### src/rtl/lsu_ctrl_pkg.sv
// ============================================================================
// Module   : lsu_ctrl_pkg
// Purpose  : Shared types and constants for the MEM-stage load/store unit:
//            FSM state encoding, RV32I load/store funct3 codes and a helper
//            that classifies funct3 into an access size.
// Revision : 1.0 - initial release
// ============================================================================
`default_nettype none

package lsu_ctrl_pkg;

  typedef enum logic [1:0] {
    IDLE = 2'd0,
    REQ  = 2'd1,
    DONE = 2'd2
  } lsu_state_t;

  typedef enum logic [1:0] {
    SZ_B = 2'd0,
    SZ_H = 2'd1,
    SZ_W = 2'd2
  } lsu_size_t;

  localparam logic [2:0] F3_B  = 3'b000;
  localparam logic [2:0] F3_H  = 3'b001;
  localparam logic [2:0] F3_W  = 3'b010;
  localparam logic [2:0] F3_BU = 3'b100;
  localparam logic [2:0] F3_HU = 3'b101;

  // Unknown funct3 encodings fall back to a full word access.
  function automatic lsu_size_t f3_size(input logic [2:0] f3);
    lsu_size_t sz;
    case (f3)
      F3_B, F3_BU: sz = SZ_B;
      F3_H, F3_HU: sz = SZ_H;
      F3_W:        sz = SZ_W;
      default:     sz = SZ_W;
    endcase
    return sz;
  endfunction

  function automatic logic f3_unsigned(input logic [2:0] f3);
    return (f3 == F3_BU) || (f3 == F3_HU);
  endfunction

endpackage : lsu_ctrl_pkg

`default_nettype wire

### src/rtl/lsu_lane.sv
// ============================================================================
// Module   : lsu_lane
// Purpose  : Purely combinational byte-lane logic for the load/store unit.
//            Request side: byte enables, lane-replicated store data and the
//            misalignment check for the incoming request.
//            Load side: lane extraction and sign/zero extension of the read
//            word using the latched offset and funct3.
// Ports    : req_off/req_funct3/req_we/wr_data -> be, wdata, misalign
//            ld_off/ld_funct3/rdata            -> ld_data
// Revision : 1.0 - initial release
// ============================================================================
`default_nettype none

module lsu_lane
  import lsu_ctrl_pkg::*;
#(
  parameter int DATA_W = 32
) (
  input  logic [1:0]        req_off,
  input  logic [2:0]        req_funct3,
  input  logic              req_we,
  input  logic [DATA_W-1:0] wr_data,
  output logic [3:0]        be,
  output logic [DATA_W-1:0] wdata,
  output logic              misalign,
  input  logic [1:0]        ld_off,
  input  logic [2:0]        ld_funct3,
  input  logic [DATA_W-1:0] rdata,
  output logic [DATA_W-1:0] ld_data
);

  lsu_size_t         w_req_sz;
  lsu_size_t         w_ld_sz;
  logic [3:0]        w_st_be;
  logic [DATA_W-1:0] w_shifted;
  logic              w_sext;

  // Request side
  always_comb begin
    w_req_sz = f3_size(req_funct3);
    w_st_be  = 4'hF;
    wdata    = wr_data;
    misalign = 1'b0;
    case (w_req_sz)
      SZ_B: begin
        w_st_be = 4'b0001 << req_off;
        wdata   = {4{wr_data[7:0]}};
      end
      SZ_H: begin
        w_st_be  = 4'b0011 << {req_off[1], 1'b0};
        wdata    = {2{wr_data[15:0]}};
        misalign = req_off[0];
      end
      default: begin
        w_st_be  = 4'hF;
        misalign = |req_off;
      end
    endcase
    // Loads always fetch the whole word; the lane is picked on return.
    be = req_we ? w_st_be : 4'hF;
  end

  // Load side: only aligned accesses reach memory, so shifting by the full
  // byte offset lands the addressed byte/half in the low bits.
  always_comb begin
    w_ld_sz   = f3_size(ld_funct3);
    w_sext    = ~f3_unsigned(ld_funct3);
    w_shifted = rdata >> {ld_off, 3'b000};
    case (w_ld_sz)
      SZ_B:    ld_data = {{24{w_sext & w_shifted[7]}}, w_shifted[7:0]};
      SZ_H:    ld_data = {{16{w_sext & w_shifted[15]}}, w_shifted[15:0]};
      default: ld_data = rdata;
    endcase
  end

endmodule : lsu_lane

`default_nettype wire

### src/rtl/lsu_ctrl.sv
// ============================================================================
// Module   : lsu_ctrl
// Purpose  : MEM-stage load/store controller. Issues one word-organised
//            req/ack memory access per EX/MEM entry, stalls the pipeline until
//            it completes, returns extended load data, and flags misaligned
//            accesses and ack timeouts.
// Ports    : clk, reset (async, active-low)
//            mem_read, mem_write, addr, wr_data, funct3  - request from EX/MEM
//            stall, rd_data, misalign, timeout           - to pipeline/MEM/WB
//            m_req, m_we, m_addr, m_be, m_wdata          - to data memory
//            m_ack, m_rdata                              - from data memory
// Revision : 1.0 - initial release
// ============================================================================
`default_nettype none

module lsu_ctrl
  import lsu_ctrl_pkg::*;
#(
  parameter int DM_ADDRESS  = 9,
  parameter int DATA_W      = 32,
  parameter int ACK_TIMEOUT = 15
) (
  input  logic                  clk,
  input  logic                  reset,
  input  logic                  mem_read,
  input  logic                  mem_write,
  input  logic [DM_ADDRESS-1:0] addr,
  input  logic [DATA_W-1:0]     wr_data,
  input  logic [2:0]            funct3,
  output logic                  stall,
  output logic [DATA_W-1:0]     rd_data,
  output logic                  misalign,
  output logic                  timeout,
  output logic                  m_req,
  output logic                  m_we,
  output logic [DM_ADDRESS-3:0] m_addr,
  output logic [3:0]            m_be,
  output logic [DATA_W-1:0]     m_wdata,
  input  logic                  m_ack,
  input  logic [DATA_W-1:0]     m_rdata
);

  localparam int                CNT_W    = $clog2(ACK_TIMEOUT + 1);
  localparam logic [CNT_W-1:0]  CNT_LAST = CNT_W'(ACK_TIMEOUT - 1);

  lsu_state_t            state_q, state_d;
  logic [CNT_W-1:0]      cnt_q, cnt_d;
  logic [DM_ADDRESS-1:0] addr_q, addr_d;
  logic [2:0]            f3_q, f3_d;
  logic                  we_q, we_d;
  logic [3:0]            be_q, be_d;
  logic [DATA_W-1:0]     wdata_q, wdata_d;
  logic [DATA_W-1:0]     rd_data_q, rd_data_d;

  logic [3:0]            w_lane_be;
  logic [DATA_W-1:0]     w_lane_wdata;
  logic                  w_lane_misalign;
  logic [DATA_W-1:0]     w_ld_data;
  logic                  w_stall;
  logic                  w_misalign;

  lsu_lane #(
    .DATA_W (DATA_W)
  ) u_lane (
    .req_off    (addr[1:0]),
    .req_funct3 (funct3),
    .req_we     (mem_write),
    .wr_data    (wr_data),
    .be         (w_lane_be),
    .wdata      (w_lane_wdata),
    .misalign   (w_lane_misalign),
    .ld_off     (addr_q[1:0]),
    .ld_funct3  (f3_q),
    .rdata      (m_rdata),
    .ld_data    (w_ld_data)
  );

  always_comb begin
    state_d    = state_q;
    cnt_d      = cnt_q;
    addr_d     = addr_q;
    f3_d       = f3_q;
    we_d       = we_q;
    be_d       = be_q;
    wdata_d    = wdata_q;
    rd_data_d  = rd_data_q;
    w_stall    = 1'b0;
    w_misalign = 1'b0;
    timeout    = 1'b0;
    m_req      = 1'b0;

    case (state_q)
      IDLE: begin
        if (mem_read || mem_write) begin
          if (w_lane_misalign) begin
            // Dropped without touching memory; the pipeline moves on.
            w_misalign = 1'b1;
            rd_data_d  = '0;
          end else begin
            w_stall = 1'b1;
            addr_d  = addr;
            f3_d    = funct3;
            we_d    = mem_write;
            be_d    = w_lane_be;
            wdata_d = w_lane_wdata;
            cnt_d   = '0;
            state_d = REQ;
          end
        end
      end

      REQ: begin
        m_req   = 1'b1;
        w_stall = 1'b1;
        if (m_ack) begin
          if (!we_q) begin
            rd_data_d = w_ld_data;
          end
          cnt_d   = '0;
          state_d = DONE;
        end else if (cnt_q == CNT_LAST) begin
          timeout   = 1'b1;
          rd_data_d = '0;
          cnt_d     = '0;
          state_d   = DONE;
        end else begin
          cnt_d = cnt_q + 1'b1;
        end
      end

      // One non-stalled cycle so the pipeline retires this EX/MEM entry
      // before the next one can be sampled in IDLE.
      DONE: begin
        state_d = IDLE;
      end

      default: begin
        state_d = IDLE;
      end
    endcase
  end

  // The IDLE-state stall/misalign terms depend on live inputs, so they are
  // gated while reset is held to keep both low during reset.
  assign stall    = w_stall & reset;
  assign misalign = w_misalign & reset;

  always_ff @(posedge clk or negedge reset) begin
    if (!reset) begin
      state_q   <= IDLE;
      cnt_q     <= '0;
      addr_q    <= '0;
      f3_q      <= '0;
      we_q      <= 1'b0;
      be_q      <= '0;
      wdata_q   <= '0;
      rd_data_q <= '0;
    end else begin
      state_q   <= state_d;
      cnt_q     <= cnt_d;
      addr_q    <= addr_d;
      f3_q      <= f3_d;
      we_q      <= we_d;
      be_q      <= be_d;
      wdata_q   <= wdata_d;
      rd_data_q <= rd_data_d;
    end
  end

  assign m_we    = we_q;
  assign m_addr  = addr_q[DM_ADDRESS-1:2];
  assign m_be    = be_q;
  assign m_wdata = wdata_q;
  assign rd_data = rd_data_q;

endmodule : lsu_ctrl

`default_nettype wire
### config.mk
export PLATFORM = sky130hd
export DESIGN_NAME = lsu_ctrl
export DESIGN_NICKNAME = d
export VERILOG_FILES = /design/src/rtl/lsu_ctrl_pkg.sv /design/src/rtl/lsu_lane.sv /design/src/rtl/lsu_ctrl.sv
export SDC_FILE = /design/constraint.sdc
export NUM_CORES = 1
export LEC_CHECK = 0
export BUFFER_PORTS_ARGS = -buffer_cell sky130_fd_sc_hd__buf_2
export CAP_MARGIN = 5
export CORE_AREA = 2 2 82 142
export CTS_CLUSTER_SIZE = 8
export DETAILED_ROUTE_END_ITERATION = 8
export DIE_AREA = 0 0 84 144
export GPL_TIMING_DRIVEN = 0
export PLACE_DENSITY = 0.66
export SYNTH_ARGS = -nofsm -noshare
export SYNTH_HDL_FRONTEND = slang
export SYNTH_SLANG_ARGS = --single-unit
### constraint.sdc
create_clock -name clk -period 2.5 [get_ports clk]
set_clock_uncertainty 0.05 [all_clocks]
set_input_delay 0.5 -clock clk [delete_from_list [all_inputs] [get_ports clk]]
set_output_delay 0.5 -clock clk [all_outputs]
set_load 0.05 [all_outputs]
==> metrics.md <==
| Metric | Value |
|---|---|
| RSZ-0062 raised after global routing | false |
| Core Area | 11040 sq um |
| ANT cells | 0 |
| Reg2reg path depth | 7 |
| Pre-CTS setup slack | -0.3353 ns |
| Final worst slack | 0.1304 ns |
| Largest net degree at the start of global routing | 71 |
| GRT Residual Overflow | 0 |
| LEAKAGE | 2.928 nW |
| Final Cycle Share | 94.78% |
| Worst VDD drop | 1.011 mV |
| #FFs+latches synth | 87 |
| Final #Nets | 686 |
| Vias/cell | 5.339 |
| Cell Area, Synth | 4273 sq um |
| GRT Util Overall | 22.18% |
| Worst Hold Class | in2async |
| Syn nets | 516 |
| Placed cell count | 724 |
| H-tree depth | 3 |
| Asr flop ratio synth | 100.0% |
| Critical path data required time | 1.95 ns |
| FF-to-FF End | rd_data[22] |
| Max cap viols | 0 |
| Ports | 161 |
| Bufs on Longest Clock Path | 2 |
| Routed wire length | 13110 um |
| Die ar. | 12100 sq um |
| Minimum clock period | 2.370 ns |
| Status | finished, final reports clean |
| Fin. max-slew vios | 0 |
| FF-to-FF Start | addr_q[0] |
| Slowest CP cell | dfrtp_1 |
| Num Clock Sinks | 87 |
| FILL cells | 1051 |
| Worst path arrival time | 1.82 ns |
| Chip width | 84 um |
| Total number of vias | 3951 |
| Clk slew on worst S/H paths | 0.07 ns |
| DP HPWL | 10130 um |
| WHS | 0.1038 ns |
| Seq/Total Area, Yosys | 50.95% |
| CP Cell Sequence | nor2_4, o221a_2, buf_4, nor2_1, nor2_4, buf_4 |
| Die height | 144 um |
| Layout cells sized above 1 | 33.55% |
| CP peak stage delay | 0.49 ns |
| Main synth FF type | dfrtp_1 |
| YS warnings | 0 |
| Max Fanout on Critical Path | 19 |
| Starting DRC count in detailed routing | 117 |
| Crit end category | output pin |
| First-pass GRT wire length | 20930 um |
| I/O Buffers | 158 |
| # setup viols final | 0 |
| Critical path class | reg2out |
| Non-Filler Instances | 740 |
| Number of global-route vias before repair | 4171 |
| Post-DRT Antenna Nets | 0 |
| # DRC | 0 |
| Antenna violations before repair | 0 |
| Tightest Pin Transition | 0.9241 ns |
| R2r setup slk | 0.31 ns |
| DR WL/cell | 17.72 um |
| CP top delay family | flip-flops |
| P per Cell Area | 1574 nW/um^2 |
| Initial Utilization | 38.71% |
| Site Rows | 51 |
| Routability congestion estimate | 0.8283 |
| CP startpoint kind | flop |
| TritonRoute pass-1 iters | 4 |
| CTS tree | yes |
| Num CTS Buffers | 9 |
| Later-pin clock latency in the skew report | 0.34 ns |
| Root Buffer | clkbuf_16 |
| Layout Utilization | 51.34% |
| Max Fclk | 422.0 MHz |
| Slew HR | 38.17% |
| Synth cell types | 48 |
| Post-synth EDFFs | 0 |
| CP Buf/Inv Count | 2 |
| Syn-to-layout area delta | 32.65% |
| Syn Inst Count | 433 |
| Final hold vios | 0 |
| Synthesized area per cell | 9.868 sq um |
-- stage by stage --
step | setup TNS, ns | total power [mW] | cell area [sq um]
floorplan | 0 | 5.982 | 4295
global placement | -2.010 | 7.172 | 5251
detailed placement | -0.3353 | 7.260 | 5281
CTS | 0 | 8.952 | 5663
global route | 0 | 9.377 | 5668
finish | 0 | 8.919 | 5668
-- worst reg2reg max path: stages (launching register included) --
cell,delay [ns]
dfrtp_1,0.31
buf_2,0.19
and2b_1,0.14
clkbuf_1,0.34
a221o_1,0.26
nor4b_4,0.48
buf_6,0.22
a221o_1,0.12
-- synthesized netlist by cell type, drive strengths merged, types with 2 or more instances --
| library cell | instances | area share [%] |
|---|---|---|
| nand2 | 88 | 7.7 |
| dfrtp | 87 | 51 |
| o21ai | 45 | 5.3 |
| mux2i | 31 | 7.3 |
| a221o | 23 | 5.4 |
| a21oi | 21 | 2.5 |
| nor2 | 21 | 1.9 |
| buf | 20 | 2.9 |
| clkbuf | 16 | 1.4 |
| nand2b | 10 | 1.5 |
| o2bb2ai | 9 | 1.8 |
| inv | 7 | 0.62 |
| nand3 | 7 | 0.82 |
| a221oi | 6 | 1.2 |
| and3 | 6 | 0.88 |
| nor2b | 3 | 0.61 |
| a31oi | 2 | 0.29 |
| ha | 2 | 0.59 |
| mux2 | 2 | 0.53 |
| nor3 | 2 | 0.23 |
| o21bai | 2 | 0.35 |
| o22ai | 2 | 0.29 |
-- layout by cell type (no fill, tap or decap), drive strengths merged, types with 7 or more instances in the layout --
cell type | Yosys | final
nand3 | 7 | 7
a221o | 23 | 23
clkbuf | 16 | 25
o2bb2ai | 9 | 9
mux2i | 31 | 31
nor2 | 21 | 21
inv | 7 | 9
a21oi | 21 | 21
nand2b | 10 | 10
nand2 | 88 | 88
buf | 20 | 178
o21ai | 45 | 45
dfrtp | 87 | 87
-- report_power, final --
group          leakage, nW  internal (mW)  switching, mW
combinational         1.63           1.23           3.55
clock                0.180           1.08          0.588
sequential            1.12           2.05          0.411
-- per-layer routing --
layer / vias up / track usage, % / wire length (um)
met5: - / 0 / 0
met4: 0 / 8.913 / 170
met3: 12 / 3.881 / 734
met2: 149 / 42.44 / 7308
met1: 1906 / 23.92 / 4899
li1: 1884 / - / -
-- logic make-up after synthesis --
logic type,Yosys count,share of synthesized area [%]
and+or+nand+nor,145,15.49
muxes,34,8.316
AOI/OAI and AO/OA,121,19.62
adders and majority gates,2,0.5856
DFF,87,50.95
buffers and inverters,44,5.036
-- worst max-delay path by stage --
stage | endpoint | cells after the start | from
after global placement | misalign | 4 | reset
after detailed placement | stall | 8 | funct3[1]
after global routing | stall | 6 | state_q[0]
final | stall | 6 | state_q[0]
after CTS | stall | 6 | state_q[0]
after floorplan | stall | 7 | funct3[0]
-- registers in the layout, summed over array words and instances (netlist names) --
register and flops:
rd_data 32, f3_q 3, m_be 4, m_we 1
m_wdata 32, cnt_q 4, addr_q 9, state_q 2
-- cell type report --
class                      instances  area, sq um  area share, %
inverter                           8        30.03         0.5298
clock inverter                     7        142.6          2.517
buffer                            35        183.9          3.245
sequential                        87         2177          38.41
timing repair buffer             160        833.3          14.70
clock buffer                       9        225.2          3.974
tap                              132        165.2          2.914
multi-input combinational        302         1911          33.71
-- what timing repair did --
item	CTS	global route
hold buffers	1	0
endpoints found under the setup margin	1	1
resized for setup	3	1
pin swaps	0	0
buffers inserted	0	0
hold endpoints to repair	18	0
No activity file was read; power rests on OpenSTA's default activity.
